$ cat config.mk
export PLATFORM = sky130hd
export DESIGN_NAME = lii_pkt_arbiter
export DESIGN_NICKNAME = d
export VERILOG_FILES = /design/src/rtl/lii_pkg.sv /design/src/rtl/lii_rr_pick.sv /design/src/rtl/lii_pkt_arbiter.sv
export SDC_FILE = /design/constraint.sdc
export NUM_CORES = 1
export LEC_CHECK = 0
export ABC_AREA = 1
export CORE_MARGIN = 1
export CORE_UTILIZATION = 51
export DETAILED_ROUTE_END_ITERATION = 6
export PLACE_DENSITY = 0.78
export SYNTH_ARGS = -nofsm -noshare
export SYNTH_HDL_FRONTEND = slang
export SYNTH_SLANG_ARGS = --single-unit
$ cat constraint.sdc
create_clock -name clk -period 2.68 [get_ports clk]
set_clock_uncertainty 0.1 [all_clocks]
set_input_delay 0.536 -clock clk [delete_from_list [all_inputs] [get_ports clk]]
set_output_delay 0.536 -clock clk [all_outputs]
set_load 0.01 [all_outputs]
$ cat src/rtl/lii_pkg.sv
// Shared LII definitions: class encoding, type-to-priority bitmap, index-width helper.
package lii_pkg;

  typedef enum logic {
    LII_CLS_LO = 1'b0,
    LII_CLS_HI = 1'b1
  } lii_cls_e;

  // Bit t set means packet type t travels in the hi class.
  localparam logic [15:0] LII_TYPE_PRIO = 16'h00F0;

  function automatic int lii_idx_w(input int n);
    return (n <= 1) ? 1 : $clog2(n);
  endfunction

  function automatic lii_cls_e lii_type_cls(input logic [3:0] pkt_type);
    return LII_TYPE_PRIO[pkt_type] ? LII_CLS_HI : LII_CLS_LO;
  endfunction

endpackage

$ cat src/rtl/lii_rr_pick.sv
// Combinational rotate-priority picker: first set bit at or after ptr, wrapping to 0.
module lii_rr_pick #(
  parameter int N     = 4,
  parameter int IDX_W = 2
) (
  input  logic [N-1:0]     req,
  input  logic [IDX_W-1:0] ptr,
  output logic [N-1:0]     onehot,
  output logic [IDX_W-1:0] idx,
  output logic             any
);

  // NOTE: every output gets a default before the loop so no path leaves it unassigned (no latch).
  always_comb begin
    onehot = '0;
    idx    = '0;
    any    = 1'b0;
    for (int i = 0; i < N; i++) begin
      automatic int j = (int'(ptr) + i) % N;
      if (!any && req[j]) begin
        any       = 1'b1;
        onehot[j] = 1'b1;
        idx       = IDX_W'(j);
      end
    end
  end

endmodule

$ cat src/rtl/lii_pkt_arbiter.sv
// Packet-atomic two-class round-robin arbiter for one LII output port, with lo-class aging.
module lii_pkt_arbiter
  import lii_pkg::*;
#(
  parameter  int N         = 4,
  parameter  int AGE_LIMIT = 8,
  parameter  int AGE_W     = 4,
  localparam int IDX_W     = lii_idx_w(N)
) (
  input  logic             clk,
  input  logic             rstn,
  input  logic [N-1:0]     req,
  input  logic [N-1:0]     req_hi,
  input  logic [N-1:0]     req_last,
  input  logic             out_ready,
  output logic [N-1:0]     gnt,
  output logic             gnt_v,
  output logic             locked,
  output logic [IDX_W-1:0] owner,
  output logic             promo
);

  lii_cls_e         lock_cls;
  logic [IDX_W-1:0] ptr_hi, ptr_lo;
  logic [AGE_W-1:0] age;

  logic [N-1:0]     hi_set, lo_set, hi_oh, lo_oh, owner_oh;
  logic [IDX_W-1:0] hi_idx, lo_idx, win;
  logic             hi_any, lo_any, use_lo, accept, last_beat;
  lii_cls_e         cur_cls;
  logic [IDX_W-1:0] ptr_next;

  assign hi_set = req & req_hi;
  assign lo_set = req & ~req_hi;

  lii_rr_pick #(.N(N), .IDX_W(IDX_W)) u_pick_hi (
    .req(hi_set), .ptr(ptr_hi), .onehot(hi_oh), .idx(hi_idx), .any(hi_any)
  );

  lii_rr_pick #(.N(N), .IDX_W(IDX_W)) u_pick_lo (
    .req(lo_set), .ptr(ptr_lo), .onehot(lo_oh), .idx(lo_idx), .any(lo_any)
  );

  always_comb begin
    owner_oh        = '0;
    owner_oh[owner] = 1'b1;
    promo  = !locked && (AGE_LIMIT != 0) && (age == AGE_W'(AGE_LIMIT)) && (|lo_set);
    use_lo = promo || !hi_any;
    if (locked) begin
      gnt     = owner_oh & req;
      gnt_v   = req[owner];
      win     = owner;
      cur_cls = lock_cls;
    end else begin
      gnt     = use_lo ? lo_oh  : hi_oh;
      gnt_v   = use_lo ? lo_any : hi_any;
      win     = use_lo ? lo_idx : hi_idx;
      cur_cls = use_lo ? LII_CLS_LO : LII_CLS_HI;
    end
    accept    = gnt_v && out_ready;
    last_beat = req_last[win];
    ptr_next  = (win == IDX_W'(N - 1)) ? '0 : win + IDX_W'(1);
  end

  // NOTE: state registers use non-blocking assignments so every flop samples pre-edge values.
  always_ff @(posedge clk or negedge rstn) begin
    if (!rstn) begin
      locked   <= 1'b0;
      owner    <= '0;
      lock_cls <= LII_CLS_LO;
      ptr_hi   <= '0;
      ptr_lo   <= '0;
      age      <= '0;
    end else if (accept) begin
      if (!last_beat) begin
        locked   <= 1'b1;
        owner    <= win;
        lock_cls <= cur_cls;
      end else begin
        locked <= 1'b0;
        if (cur_cls == LII_CLS_HI) begin
          ptr_hi <= ptr_next;
          // Count hi completions only while a lo requester is actually waiting.
          if (|lo_set && age != AGE_W'(AGE_LIMIT)) age <= age + AGE_W'(1);
        end else begin
          ptr_lo <= ptr_next;
          age    <= '0;
        end
      end
    end
  end

endmodule

---- Yosys cells after proc, flatten, opt, wreduce, memory -nomap -nowiden ----
Cells that the tools add are included.
storage, ports and cells
  logic and storage cells ................. 174
  output and inout bits ................... 9
  latch bits .............................. 0
  memory bits (writable) .................. 0
  memory bits (read-only) ................. 0
  bits in registers ....................... 12
  memories kept ........................... 0
  input port bits ......................... 15
operators by class
  equal/unequal tests ..................... 4
  add/subtract/negate cells ............... 8
  divide/modulo/power cells ............... 0
  reductions and logical operators ........ 39
  $lt $le $gt $ge ......................... 19
  bitwise logic cells ..................... 18
  shift operators ......................... 0
  $mul .................................... 0
  multiplexer cells ....................... 80
operator list
  cell                 number
  $mux 4               12
  $mux 1               38
  $lt 3x4->1 const B   6
  $or 4x4->4           6
  $mux 2               11
  $bmux 1 s2           10
  $logic_and 1x1->1    19
  $demux 1 s2          9
  $ge 3x1->1 const B   6
  $and 4x4->4          3
  $lt 2x3->1 const B   4
  $reduce_or 2->1      6
  $reduce_and 3->1     3
  $add 2x2->2 const B  4
  $logic_not 1->1      8
  $add 2x1->2 const B  3
  $and 1x1->1 const A  6
  $ge 2x1->1 const B   3
  $add 4x1->4 const B  1
  $eq 4x4->1 const B   1
  $ne 4x4->1 const B   1
  $not 4->4            1
  $reduce_or 4->1      1
  $eq 2x2->1 const B   1
  other kinds (4)      5

---- Longest topological paths before layout ----
  depth after elaboration ................. 22
  gate-level depth with buffers ........... 19
  depth with buffers taken out ............ 19

---- By module ----
Synthesis repeated with hierarchy kept, for this count alone.
second synthesis, totals
  cells, all modules ...................... 294
  area, all modules ....................... 2,025.7 um2
by module, submodules not included
  module                   cells an instance  times used  area each (um2)  sequential area each (um2)
  lii_pkt_arbiter          146                1           1,149.9          300.3
  lii_rr_pick (u_pick_hi)  74                 1           440.4            0.0
  lii_rr_pick (u_pick_lo)  74                 1           435.4            0.0

---- Worst setup path before layout ----
Ideal clock, no wire load.
  path kind ............................... reg-to-output
  start ................................... register ptr_hi[1]
  end ..................................... output gnt[1]
  slack ................................... 0.035 ns
  stages on the path, launching flop included .. 12
  data required time ...................... 2.044 ns
  data arrival time ....................... 2.009 ns
  path buffers ............................ 0
  cell sequence ........................... dfrtp_1 -> inv_1 -> ha_1 -> inv_1 -> nand3_1 -> nand2_1 -> nand3_2 -> nor2_2 -> nor2_2 -> nor2_1 -> inv_1 -> o221ai_1
on the way
  cells in the longest elaborated chain, start to end .. 16
  elaborated cells between the ends (all ways) .. 61
  those cells by class .................... add/sub (3); order compare (8); mux (29); bitwise (6); reduce/logical (15)
ends and longest elaborated chain
  what                                                 RTL line               source
  start: declaration                                   lii_pkt_arbiter.sv:24  logic [IDX_W-1:0] ptr_hi, ptr_lo;
  start signal: assignment                             lii_pkt_arbiter.sv:82  ptr_hi <= ptr_next;
  branches (longest 14 deep; another with $lt 3x4->1)  n/a
  $mux 4 (*)                                           lii_pkt_arbiter.sv:55  gnt = use_lo ? lo_oh : hi_oh;
  $mux 4 (*)                                           lii_pkt_arbiter.sv:49  if (locked) begin
  end: declaration                                     lii_pkt_arbiter.sv:16  output logic [N-1:0] gnt,
Mark *: on every way between the ends. The select of a mux whose other input is x is not followed.

---- Final worst setup path ----
  start ................................... register ptr_lo[0]
  end ..................................... output gnt[2]
on the way
  cells in the longest elaborated chain, start to end .. 15
  elaborated cells between the ends (all ways) .. 58
  those cells by class .................... add/sub (3); order compare (8); mux (28); bitwise (6); reduce/logical (13)
ends and longest elaborated chain
  what                                                                   RTL line               source
  start: declaration                                                     lii_pkt_arbiter.sv:24
  start signal: assignment                                               lii_pkt_arbiter.sv:86  ptr_lo <= ptr_next;
  $add 2x1->2                                                            lii_rr_pick.sv:19      automatic int j = (int'(ptr) + i) % N;
  $reduce_or 2->1 (no line)                                              n/a
  $and 1x1->1 (no line)                                                  n/a
  $lt 3x4->1 (implied by the code) / $ge 3x1->1 (equally long branches)  lii_rr_pick.sv:22      onehot[j] = 1'b1;
  $logic_and 1x1->1 (implied by the code)                                lii_rr_pick.sv:22
  $mux 1 (implied by the code)                                           lii_rr_pick.sv:22
  $demux 1 s2                                                            n/a
  $or 4x4->4 (no line)                                                   n/a
  $mux 4                                                                 lii_rr_pick.sv:20      if (!any && req[j]) begin
  $or 4x4->4 (no line)                                                   n/a
  $mux 4                                                                 lii_rr_pick.sv:20
  $or 4x4->4 (no line)                                                   n/a
  $mux 4 (*)                                                             lii_rr_pick.sv:20
  $mux 4 (*)                                                             lii_pkt_arbiter.sv:55
  $mux 4 (*)                                                             lii_pkt_arbiter.sv:49
Every way passes the cells marked *; elsewhere a longest branch is shown, timed or not. The select of a mux whose other input is x is not followed.

==> impl_metrics.env <==
export IMPL_worst_slack_ns=-0.124
export IMPL_intPower_mw=2.05
export IMPL_crit_family="buffers and inverters"
export IMPL_cp_required_ns=2.04
export IMPL_num_fill_cells=194
export IMPL_dp_hpwl_um=4100
export IMPL_startpoint="ptr_lo[0]"
export IMPL_finalMaxSlewViolations=0
export IMPL_worstMarginPinSlew_ns=0.544
export IMPL_diodes=0
export IMPL_layout_cells_non_filler=403
export IMPL_syn_area_per_cell_um2=6.93
export IMPL_vias=2486
export IMPL_setup_viol=6
export IMPL_dpl_cell_area_um2=2490
export IMPL_final_cell_mix="buf_4 (54), nand2_1 (48), nand3_1 (25)"
export IMPL_dpl_worst_slack_ns=-0.870
export IMPL_ys_types=37
export IMPL_comb_power_share_pct=88.2
export IMPL_syn_inst=276
export IMPL_die_h_um=63.2
export IMPL_cts_sinks=12
export IMPL_cellLeakagePower_nw=1.45
export IMPL_cts_max_level=1
export IMPL_drc=0
export IMPL_cts_buffers=3
export IMPL_clockBufferDepth=2
export IMPL_fin_crit_ns=2.80
export IMPL_io_pins=24
export IMPL_via_per_inst=6.17
export IMPL_pwr_share_clk_pct=4.5
export IMPL_post_drt_wl_per_cell_um=16.6
export IMPL_cp_end_kind="output pin"
export IMPL_worstSetupStartpointType="flop"
export IMPL_drive_gt1_share_pct=49.0
export IMPL_wl_um=6710
export IMPL_tritoncts="yes"
export IMPL_hold_buffers=0
export IMPL_fp_row_count=21
export IMPL_final_common_cell="buf_4"
export IMPL_worst_path_buf_inv=5
export IMPL_synth_seq_cells=12
export IMPL_vdd_drop_max_uv=1130
export IMPL_max_freq_mhz=357
export IMPL_port_buffers=23
export IMPL_timing_rr_start="ptr_lo[0]"
export IMPL_power_share_switching_pct=54.7
export IMPL_p_total_mw=4.53
export IMPL_netlist_area_um2=1910
export IMPL_grt_remaining_overflow=0
export IMPL_final_hold_violation_count=0
export IMPL_min_path_type="reg2reg"
export IMPL_die_area_um2=4000
export IMPL_dp_cells=385
export IMPL_slowest_stage="dfrtp_1"
export IMPL_ys_warn_count=0
export IMPL_worstHoldStart="age[3]"
export IMPL_initial_core_util_pct=55.1
export IMPL_worstPathCellList="inv_2 -> ha_4 -> inv_4 -> nand3_4 -> nand2_4 -> nand3_4 -> inv_2 -> nand2_2 -> buf_4 -> o21ai_0 -> nand2_1 -> nand3_1 -> buf_2"
export IMPL_fin_util_pct=85.5
export IMPL_hold_slack_ns=0.435
export IMPL_violations="setup timing"
export IMPL_core_um2=3470
export IMPL_ys_seq_area_share_pct=15.7
export IMPL_grt_pass1_wl_um=9270
export IMPL_clkTransAtPathRegs_ns=0.05
export IMPL_status="complete, but fails checks"
export IMPL_drt_iter0_drc=207
export IMPL_cts_root_buffer="clkbuf_8"
export IMPL_cp_arrival_ns=2.17
export IMPL_fin_nets=391
export IMPL_cpPeakStageDelay_ns=0.40
export IMPL_critPathKind="reg2out"
export IMPL_syn_num_nets=309
export IMPL_tns_ns=-0.340
export IMPL_rsz0062_at_grt="yes"
export IMPL_first_global_vias=2140
export IMPL_antenna_found_initial=0
export IMPL_grt_max_degree=13
export IMPL_antenna_left=0
export IMPL_slew_headroom_pct=63.6
export IMPL_insertion_delay_ns=0.25
export IMPL_finalCritPeriodShare_pct=105
export IMPL_crit_path_max_fanout=5
export IMPL_die_x_um=63.2
export IMPL_seqPwrFrac_pct=7.3
export IMPL_gp_congestion=0.892
export IMPL_area_growth_pct=55.0
export IMPL_grt_total_usage_pct=29.2
export IMPL_drtPass1Iterations=6
export IMPL_p_switching_mw=2.48
export IMPL_powerDensity_nw_per_um2=1530
export IMPL_maxCapViolCount=0
export IMPL_final_cell_area_um2=2960
[timing repair]
action	CTS	global route
resized for setup	85	56
setup buffers	7	6
endpoints found under the setup margin	18	7
cloned	0	1
pin swaps	18	21
[registers in the layout, summed over array words and instances (netlist names)]
name	cells
ptr_hi	2
owner	2
locked	1
lock_cls	1
age	4
ptr_lo	2
[cells by family (layout without fill, tap and decap cells)]
family	count (synthesis)	after routing	synth area share (%)
simple gates	156	156	45.9
buf+inv	48	129	11.1
compound gates	40	40	14.6
fa+ha+maj	18	18	11.8
flops	12	12	15.7
xor+xnor	2	2	0.916
[layer usage]
| metal | global-route usage (%) | part of all wire, % |
|---|---|---|
| met4 | 15.3 | 4.4 |
| met3 | 4.17 | 8.1 |
| met2 | 52.7 | 50 |
| met5 | 0 | 0 |
| met1 | 32.8 | 38 |
[final cells by class]
class / count / area [µm²] / share of cell area (%)
clock buffers: 4 / 55.1 / 1.86
inverters: 43 / 176 / 5.95
multi-input cells: 216 / 1730 / 58.5
flip-flops and latches: 12 / 302 / 10.2
well taps: 46 / 57.6 / 1.94
repair buffers: 82 / 639 / 21.6
[power by group through the flow]
stage          clock network, mW  logic [mW]  registers (mW)
2_1_floorplan                  0        1.89           0.354
3_3_place_gp                   0        2.95           0.319
3_5_place_dp                   0        3.02           0.322
4_1_cts                    0.201        3.30           0.323
5_1_grt                    0.208        4.25           0.340
6_report                   0.203        4.00           0.333
[path summary, 6_finish.rpt]
check	cells after the start	slack [ns]	to
worst max register to register	19	-0.01	lock_cls
max in group asynchronous	1	1.55	ptr_hi[0]
worst max-delay path	13	-0.12	gnt[2]
min in group asynchronous	1	0.54	age[0]
worst min-delay path	2	0.44	age[3]
worst min register to register	2	0.44	age[3]
[Yosys cell counts (all sizes together)]
| cell type | count | area, µm² |
|---|---|---|
| a21oi | 6 | 33.8 |
| a221o | 1 | 10.0 |
| a22oi | 1 | 7.51 |
| a31oi | 5 | 31.3 |
| a32oi | 3 | 26.3 |
| buf | 5 | 46.3 |
| dfrtp | 12 | 300 |
| ha | 18 | 225 |
| inv | 43 | 166 |
| nand2 | 72 | 323 |
| nand3 | 54 | 363 |
| nand3b | 1 | 7.51 |
| nand4 | 8 | 65.1 |
| nor2 | 19 | 104 |
| nor3 | 2 | 15.0 |
| o21ai | 17 | 111 |
| o221a | 1 | 11.3 |
| o221ai | 4 | 35.0 |
| o22ai | 2 | 12.5 |
| xnor2 | 1 | 8.76 |
| xor2 | 1 | 8.76 |
[worst reg2reg max path: cells and delay by family, from the launching register on]
kind,cells,cell delay [ns]
buffers and inverters,5,0.59
AOI/OAI and AO/OA,1,0.07
and+or+nand+nor,12,1.17
DFF,1,0.40
adders and majority gates,1,0.24
Note: power is estimated with default switching activity, not from simulation.
